### config.mk
export PLATFORM = sky130hd
export DESIGN_NAME = led_cmd_framer
export DESIGN_NICKNAME = d
export VERILOG_FILES = /design/src/rtl/led_cmd_framer_pkg.sv /design/src/rtl/frame_timer.sv /design/src/rtl/led_cmd_framer.sv
export SDC_FILE = /design/constraint.sdc
export NUM_CORES = 1
export LEC_CHECK = 0
export ABC_AREA = 1
export BUFFER_PORTS_ARGS = -buffer_cell sky130_fd_sc_hd__buf_2
export CAP_MARGIN = 10
export CORE_MARGIN = 10
export CORE_UTILIZATION = 60
export CTS_BUF_LIST = sky130_fd_sc_hd__clkbuf_4 sky130_fd_sc_hd__clkbuf_8
export CTS_CLUSTER_SIZE = 28
export DETAILED_ROUTE_END_ITERATION = 6
export PLACE_DENSITY = 0.84
export SYNTH_ARGS = -nofsm -noshare
export SYNTH_HDL_FRONTEND = slang
export SYNTH_SLANG_ARGS = --single-unit
### constraint.sdc
create_clock -name clk -period 2.9 [get_ports clk]
set_input_delay 0.145 -clock clk [delete_from_list [all_inputs] [get_ports clk]]
set_output_delay 0.145 -clock clk [all_outputs]
set_load 0.02 [all_outputs]
### src/rtl/led_cmd_framer_pkg.sv
// Shared command-interface definitions for led_cmd_framer and led_mgr:
// command field layout, frame marker bits, opcodes and framer FSM states.
package led_cmd_framer_pkg;

  localparam int CMD_W    = 12;
  localparam int ADDR_MSB = 11;
  localparam int ADDR_LSB = 7;
  localparam int OP_MSB   = 6;
  localparam int OP_LSB   = 4;
  localparam int ARG_MSB  = 3;
  localparam int ARG_LSB  = 0;

  // Bit 7 distinguishes head (1) from tail (0); bit 6 must always be 0.
  localparam int HEAD_BIT = 7;
  localparam int RSVD_BIT = 6;

  localparam logic [2:0] CMD_SET = 3'd0;
  localparam logic [2:0] CMD_RST = 3'd1;
  localparam logic [2:0] CMD_ON  = 3'd2;
  localparam logic [2:0] CMD_OFF = 3'd3;
  localparam logic [2:0] CMD_TGL = 3'd4;
  localparam logic [2:0] CMD_SHL = 3'd5;
  localparam logic [2:0] CMD_SHR = 3'd6;

  typedef enum logic {
    IDLE      = 1'b0,
    WAIT_TAIL = 1'b1
  } state_t;

endpackage

### src/rtl/frame_timer.sv
// Clearable, enabled idle-cycle counter; expired is high once TIMEOUT_CYCLES
// enabled cycles have been counted since the last clear.
module frame_timer #(
  parameter int TIMEOUT_CYCLES = 50000
) (
  input  logic clk,
  input  logic rst,
  input  logic clr,
  input  logic en,
  output logic expired
);

  localparam int W = $clog2(TIMEOUT_CYCLES);
  localparam logic [W-1:0] LAST = W'(TIMEOUT_CYCLES - 1);

  logic [W-1:0] count;

  // Expiry is combinational so a byte in the same cycle can override it.
  assign expired = (count == LAST);

  always_ff @(posedge clk or posedge rst) begin
    if (rst) begin
      count <= '0;
    end else if (clr) begin
      count <= '0;
    end else if (en && !expired) begin
      count <= count + 1'b1;
    end
  end

endmodule

### src/rtl/led_cmd_framer.sv
// Frames head/tail byte pairs from a byte stream into 12-bit led_mgr commands,
// dropping malformed or stalled frames and counting errors (saturating).
module led_cmd_framer
  import led_cmd_framer_pkg::*;
#(
  parameter int TIMEOUT_CYCLES = 50000
) (
  input  logic             clk,
  input  logic             rst,
  input  logic [7:0]       rx_data,
  input  logic             rx_valid,
  output logic [CMD_W-1:0] cmd_buf,
  output logic             new_cmd,
  output logic             frame_err,
  output logic [7:0]       err_count,
  output state_t           fsm_state
);

  state_t           state, state_next;
  logic [5:0]       staged, staged_next;
  logic [CMD_W-1:0] cmd_next;
  logic             new_cmd_next;
  logic             err_next;
  logic             timer_clr, timer_en, timer_expired;
  logic             is_rsvd, is_head;

  assign is_rsvd   = rx_data[RSVD_BIT];
  assign is_head   = rx_data[HEAD_BIT];
  assign fsm_state = state;

  frame_timer #(
    .TIMEOUT_CYCLES(TIMEOUT_CYCLES)
  ) u_timer (
    .clk    (clk),
    .rst    (rst),
    .clr    (timer_clr),
    .en     (timer_en),
    .expired(timer_expired)
  );

  always_comb begin
    state_next   = state;
    staged_next  = staged;
    cmd_next     = cmd_buf;
    new_cmd_next = 1'b0;
    err_next     = 1'b0;
    timer_clr    = 1'b0;
    timer_en     = 1'b0;
    case (state)
      IDLE: begin
        timer_clr = 1'b1;
        if (rx_valid) begin
          if (!is_rsvd && is_head) begin
            staged_next = rx_data[5:0];
            state_next  = WAIT_TAIL;
          end else begin
            err_next = 1'b1;
          end
        end
      end
      WAIT_TAIL: begin
        // A byte always takes precedence over a coincident timer expiry.
        if (rx_valid) begin
          timer_clr = 1'b1;
          if (is_rsvd) begin
            err_next   = 1'b1;
            state_next = IDLE;
          end else if (is_head) begin
            err_next    = 1'b1;
            staged_next = rx_data[5:0];
          end else begin
            cmd_next     = {staged, rx_data[5:0]};
            new_cmd_next = 1'b1;
            state_next   = IDLE;
          end
        end else if (timer_expired) begin
          err_next   = 1'b1;
          state_next = IDLE;
        end else begin
          timer_en = 1'b1;
        end
      end
      default: state_next = IDLE;
    endcase
  end

  always_ff @(posedge clk or posedge rst) begin
    if (rst) begin
      state     <= IDLE;
      staged    <= '0;
      cmd_buf   <= '0;
      new_cmd   <= 1'b0;
      frame_err <= 1'b0;
      err_count <= '0;
    end else begin
      state     <= state_next;
      staged    <= staged_next;
      cmd_buf   <= cmd_next;
      new_cmd   <= new_cmd_next;
      frame_err <= err_next;
      if (err_next && (err_count != 8'hFF)) begin
        err_count <= err_count + 8'd1;
      end
    end
  end

endmodule

==> metrics.md, run 1 <==
| Metric | Value |
|---|---|
| Run status | completed |
| Crit-path cells | ha_1 > nand3_1 > nor2_2 > nand2_2 > nand2_2 > nand3_2 > nand2_1 > nand2_1 |
| GRT Resource Usage Total | 0.147 |
| Via count | 1848 |
| Yosys warnings | 0 |
| PortBufs | 33 |
| Clock period minus worst slack | between 1.5 and 2 ns |
| Final worst-path cycle share | 0.601 |
| Max-Cap Viols | 0 |
| Drt wl/cell | approximately 13 µm |
| Pin count of the biggest net entering global routing | 26 |
| Worst path required time | between 3 and 4 ns |
| Gate power share | 0.222 |
| Fin nets | roughly 320 |
| Leakage | between 1 and 1.5 nW |
| Antenna violations before repair | 0 |
| # diodes | 0 |
| Row count | 22 |
| Slew Limit Fails | 0 |
| Synth-to-layout area growth | 14.1% |
| DR iter-0 viols | between 100 and 150 |
| Clk_lat worst skew | 0.29 ns |
| Family with the most delay on the worst path | simple AND/OR/NAND/NOR gates |
| H-tree levels | 2 |
| Slowest cell on crit path | dfrtp_1 |
| Register area share after synthesis | 0.509 |
| Bufs and invs on worst path | 0 |
| Max-slew headroom | 0.423 |
| Setup crit end kind | flip-flop |
| Final clock skew | 0.00555 ns |
| Fraction of power consumed by sequential logic | 0.490 |
| RSZ-0062 raised after global routing | no |
| Synthesized area | 0.00221 mm² |
| Top fanout value on the critical path | 12 |
| Clock-pin transition on the worst setup and hold timing paths | 0.08 ns |
| CTS sink cnt | 45 |
| Setup TNS | 0 ns |
| Final hold violations | 0 |
| Non-filler cells, final | 357 |
| Num CTS Buffers | 5 |
| Crit start category | flip-flop |
| Starting Density | 0.614 |
| Clock Tree Root | clkbuf_8 |
| TritonCTS clock tree | done |
| Worst Hold Class | in -> reg |
| Synth Area per Inst | a little over 8 µm² |
| DRC Markers | 0 |
| Total wire length | 4540 µm |
| Share of cells above drive strength 1 | 0.181 |
| Synth top area cells | dfrtp_1, nand2_1, inv_1 |
| First-pass GRT wire length | ~8000 µm |
| Worst path max stage delay | slightly below 0.4 ns |
| Die Y | around 80 µm |
| Power Dens Cells | about 640 mW/mm² |
| GPL Wtd Cong | just over 0.9 |
| Gate Count Post-Synth | 271 |
| Post_cts resized | 0 |
| Vias per inst | about 5.2 |
| Psw | a little over 0.5 mW |
| Final ANT Viol Nets | 0 |
| Vias in the first global route | 1822 |
| First drt pass iteration count | 4 |
| Setup-failing EPs final | 0 |
| Max Root-Sink Buffers | 2 |
| Switching part of the total | 0.321 |
| Start-to-end type of the worst setup path | reg -> reg |
| Worst Path Arrival | a little under 2 ns |
| Remaining Overflow, GRT | 0 |
| Post-synthesis cell type count | 27 |
| Placed Cells | around 350 |
| Largest area contributor in the netlist | dfrtp_1 |
| CORE AREA | 0.00361 mm² |
| Die extent in x | approximately 81 µm |
| Yosys top cell area share | 0.509 |
| Tightest Pin Transition | approximately 0.86 ns |
| Worst VDD drop | approximately 0.40 mV |
| I/O Pins | 34 |
| Power share of the clock group | 0.288 |
| Seq cells post-synth | between 40 and 50 |
| DPL Wire Length | 3400 µm |
| Pint | approximately 1.1 mW |
| Fmax | between 0.5 and 0.6 GHz |
| Die area | approximately 0.0065 mm² |
| Syn nets | around 280 |
-- path summary, 6_finish.rpt --
kind	startpoint	endpoint	slack, ns	cells past startpoint
max	u_timer.count[0]	err_count[6]	1.16	8
min	rx_data[6]	new_cmd	0.09	2
max reg2reg	u_timer.count[0]	err_count[6]	1.16	8
min reg2reg	cmd_buf[11]	cmd_buf[11]	0.48	2
max in group asynchronous	rst	err_count[4]	1.73	4
min in group asynchronous	rst	cmd_buf[4]	0.46	3
-- metal layers --
layer	global-route usage	vias to the layer above	wire (µm)	share of wire
li1	-	940	-	-
met1	0.174	864	2120	0.47
met2	0.240	39	2110	0.47
met3	0.0541	5	272	0.060
met4	0.0519	0	37	0.0082
met5	0	-	0	0
-- area by class of cell --
| type | instances | area (µm²) |
|---|---|---|
| sequential | 45 | 1130 |
| fill | 311 | 1080 |
| multi-input combinational | 189 | 926 |
| timing repair buffer | 35 | 183 |
| inverter | 33 | 124 |
| clock buffer | 5 | 68.8 |
| tap | 48 | 60.1 |
| clock inverter | 2 | 38.8 |
-- cell usage in the layout, fill, tap and decap left out, types with 5 or more instances in the layout --
master / n
buf_2: 33
clkbuf_8: 5
dfrtp_1: 45
inv_1: 30
nand2_1: 86
nand3_1: 11
nand4_1: 14
nor2_1: 25
o21ai_0: 15
xor2_1: 7
-- state kept, by name, indices dropped and copies added, names as in the netlist --
signal and flops:
cmd_buf 12, err_count 8, frame_err 1, fsm_state 1, new_cmd 1, staged 6, u_timer.count 16
-- power groups by stage --
stage,registers [mW],logic (mW),clock network (mW)
3_3_place_gp,0.794,0.353,0
6_report,0.787,0.356,0.462
2_1_floorplan,0.881,0.147,0
5_1_grt,0.798,0.398,0.500
4_1_cts,0.786,0.363,0.467
3_5_place_dp,0.797,0.361,0
-- cell families after synthesis --
kind of cell	Yosys count	share of synthesized area
buffers and inverters	37	0.0729
flip-flops	45	0.509
AND/OR/NAND/NOR	154	0.311
AO/OA/AOI/OAI	26	0.0678
XOR/XNOR	7	0.0277
adder cells (fa/ha/maj)	2	0.0113
-- repair_timing --
item | CTS | global route
setup endpoints to repair | 0 | 0
hold buffers | 1 | 0
setup buffers | 0 | 0
hold endpoints to repair | 24 | 0
-- Yosys cell counts (all sizes together) --
| cell type | n |
|---|---|
| clkinv | 1 |
| inv | 32 |
| or2 | 2 |
| a31oi | 2 |
| nor3b | 1 |
| xor2 | 7 |
| nand3b | 2 |
| a21boi | 1 |
| ha | 2 |
| nand3 | 13 |
| a21oi | 4 |
| buf | 3 |
| nor3 | 4 |
| dfrtp | 45 |
| nand2 | 88 |
| clkbuf | 1 |
| o21ai | 19 |
| nor2 | 29 |
| and2 | 1 |
| nand4 | 14 |
-- per-stage QoR --
step | instance area [µm²] | util | hold slack [ns] | worst slack, ns | power (mW)
after floorplan | 2210 | - | 0.239 | 1.44 | 1.03
after global placement | 2410 | 0.668 | 0.241 | 1.31 | 1.15
after detailed placement | 2410 | 0.668 | 0.247 | 1.21 | 1.16
after CTS | 2530 | 0.701 | 0.0844 | 1.19 | 1.62
after global routing | 2530 | 0.701 | 0.0947 | 1.01 | 1.70
final | 2530 | 0.701 | 0.0901 | 1.16 | 1.60
-- worst register-to-register path: cells and delay by family, from the launching register on --
kind / cells / cell delay [ns]
fa+ha+maj: 1 / 0.21
simple gates: 7 / 1.06
flops: 1 / 0.39
Power figures use the tool's default switching activity.
==> run 2, diff against run 1 <==
--- a/config.mk
+++ b/config.mk
@@ -9,11 +9,11 @@
 export BUFFER_PORTS_ARGS = -buffer_cell sky130_fd_sc_hd__buf_2
 export CAP_MARGIN = 10
 export CORE_MARGIN = 10
-export CORE_UTILIZATION = 60
+export CORE_UTILIZATION = 53
 export CTS_BUF_LIST = sky130_fd_sc_hd__clkbuf_4 sky130_fd_sc_hd__clkbuf_8
 export CTS_CLUSTER_SIZE = 28
 export DETAILED_ROUTE_END_ITERATION = 6
-export PLACE_DENSITY = 0.84
+export PLACE_DENSITY = 0.78
 export SYNTH_ARGS = -nofsm -noshare
 export SYNTH_HDL_FRONTEND = slang
 export SYNTH_SLANG_ARGS = --single-unit
==> constraint.sdc (replaced) <==
create_clock -name clk -period 1.4 [get_ports clk]
set_input_delay 0.07 -clock clk [delete_from_list [all_inputs] [get_ports clk]]
set_output_delay 0.07 -clock clk [all_outputs]
set_load 0.02 [all_outputs]
==> metrics.md, run 2 (same netlist as run 1, synthesis figures left out) <==
| Metric | Value |
|---|---|
| Clock period minus worst slack | 1.37 ns |
| Slew Limit Fails | 0 |
| RSZ-0062 raised after global routing | yes |
| WL met1 | approximately 2200 µm |
| Drt wl/cell | between 10 and 15 µm |
| Number of flip-flops in the largest register | 16 |
| Antenna violations before repair | 0 |
| GRT Resource Usage Total | 0.140 |
| Final clock skew | between 0.006 and 0.007 ns |
| Most flops, register | u_timer.count |
| Area after DPL | 0.00267 mm² |
| First-pass GRT wire length | around 8500 µm |
| Tightest Pin Transition | ~0.43 ns |
| Seq. cell area | between 0.001 and 0.0015 mm² |
| Highest metal used | met4 |
| Clock-pin transition on the worst setup and hold timing paths | roughly 0.090 ns |
| CORE AREA | 0.00403 mm² |
| Fmax | 0.730 GHz |
| Vias in the first global route | 1950 |
| Family with the most delay on the worst path | simple AND/OR/NAND/NOR gates |
| Die Y | ~85 µm |
| First drt pass iteration count | 4 |
| Final worst-path cycle share | 0.979 |
| Power Dens Cells | roughly 1200 mW/mm² |
| Leakage | around 1.5 nW |
| Worst path max stage delay | around 0.38 ns |
| Setup crit end kind | flip-flop |
| Die area | 0.00716 mm² |
| I/O Pins | 34 |
| Via count | ~2000 |
| Path depth of the worst reg2reg path | 7 |
| Top fanout value on the critical path | 3 |
| CTS sink cnt | 45 |
| Post-placement setup slack | -0.0277 ns |
| Bufs and invs on worst path | 1 |
| Metal3 WL | ~370 µm |
| Most frequent cells in the layout | nand2_1, dfrtp_1, buf_4, buf_2, inv_1 |
| Crit-path cells | ha_2 > nand3_2 > inv_1 > nand2_1 > or2_0 > o21ai_1 > nor2_1 |
| Worst Hold Class | in -> reg |
| Slowest cell on crit path | dfrtp_1 |
| Clk_lat worst skew | around 0.3 ns |
| Most common cell after layout, fill and taps aside | nand2_1 |
| # diodes | 0 |
| Die extent in x | 84.6 µm |
| Crit start category | flip-flop |
| DR iter-0 viols | 130 |
| WHS | between 0.02 and 0.025 ns |
| Row count | 23 |
| Worst setup margin | 0.0298 ns |
| Filler instances | about 320 |
| Synth-to-layout area growth | 27.5% |
| Vias per inst | ~5.0 |
| Fin nets | ~360 |
| Worst Hold Depth | 3 |
| GPL Wtd Cong | about 0.89 |
| Remaining Overflow, GRT | 0 |
| Pin count of the biggest net entering global routing | 29 |
| Design area | between 0.002 and 0.003 mm² |
| H-tree levels | 2 |
| Run status | completed |
| Worst path required time | between 1.5 and 2 ns |
| Levels on crit path | 7 |
| TritonCTS clock tree | done |
| Top Registers | u_timer.count (16), cmd_buf (12), err_count (8) |
| Worst Path Arrival | around 1.6 ns |
| Max Root-Sink Buffers | 2 |
| Setup TNS | 0 ns |
| Start-to-end type of the worst setup path | reg -> reg |
| PortBufs | 33 |
| Starting Density | 0.549 |
| Share of cells above drive strength 1 | 0.294 |
| Num CTS Buffers | 5 |
| Clock Tree Root | clkbuf_8 |
| DPL Wire Length | roughly 3600 µm |
| WL met2 | 2390 µm |
| Max-Cap Viols | 0 |
| Area of the multi-input gates | approximately 970 µm² |
| Total wire length | between 5000 and 6000 µm |
| Worst VDD drop | just under 1 mV |
| Final hold violations | 0 |
| Final design utilization | 0.701 |
| Setup-failing EPs final | 0 |
| Final ANT Viol Nets | 0 |
| Max-slew headroom | 0.711 |
| DRC Markers | 0 |
[run 2: timing repair]
item,CTS,global route
endpoints found under the setup margin,9,16
hold buffers,1,0
buffers inserted,0,2
gates resized for setup,3,10
pin swaps,1,2
endpoints found under the hold margin,17,0
[run 2: worst min-delay path, cell delays in order]
cell,delay [ns]
buf_2,0.09
inv_1,0.07
o21ai_2,0.06
[run 2: cell type report]
class | count | area share
well taps | 50 | 0.0222
clock buffers | 6 | 0.0270
inverters | 33 | 0.0439
flip-flops and latches | 45 | 0.400
clock inverters | 2 | 0.00532
repair buffers | 69 | 0.160
multi-input cells | 189 | 0.342
[run 2: report_power, final]
group | switching (mW) | leakage, nW | total [mW] | internal (mW)
Clock | 0.444 | 0.0408 | 0.815 | 0.371
Combinational | 0.537 | 0.844 | 0.857 | 0.320
Sequential | 0.120 | 0.597 | 1.60 | 1.49
Total | 1.10 | 1.48 | 3.28 | 2.18
[run 2: path summary, 6_finish.rpt]
path                                        from                end  slack [ns]
worst max-delay path            u_timer.count[1]  u_timer.count[12]        0.03
worst min-delay path                  rx_data[2]         cmd_buf[2]        0.02
worst max register to register  u_timer.count[1]  u_timer.count[12]        0.03
worst min register to register        cmd_buf[7]         cmd_buf[7]        0.47
max in group asynchronous                    rst       err_count[0]        0.62
min in group asynchronous                    rst         cmd_buf[6]        0.29
[run 2: metal layers]
| metal | vias up | GRT usage |
|---|---|---|
| li1 | 1011 | - |
| met1 | 912 | 0.165 |
| met2 | 54 | 0.224 |
| met3 | 5 | 0.0541 |
| met4 | 0 | 0.0539 |
| met5 | - | 0 |
[run 2: stage by stage]
stage | cells | total power, mW
final | 394 | 3.28
after global routing | 394 | 3.50
after CTS | 392 | 3.31
after detailed placement | 383 | 2.48
after global placement | 383 | 2.46
after floorplan | 271 | 2.13
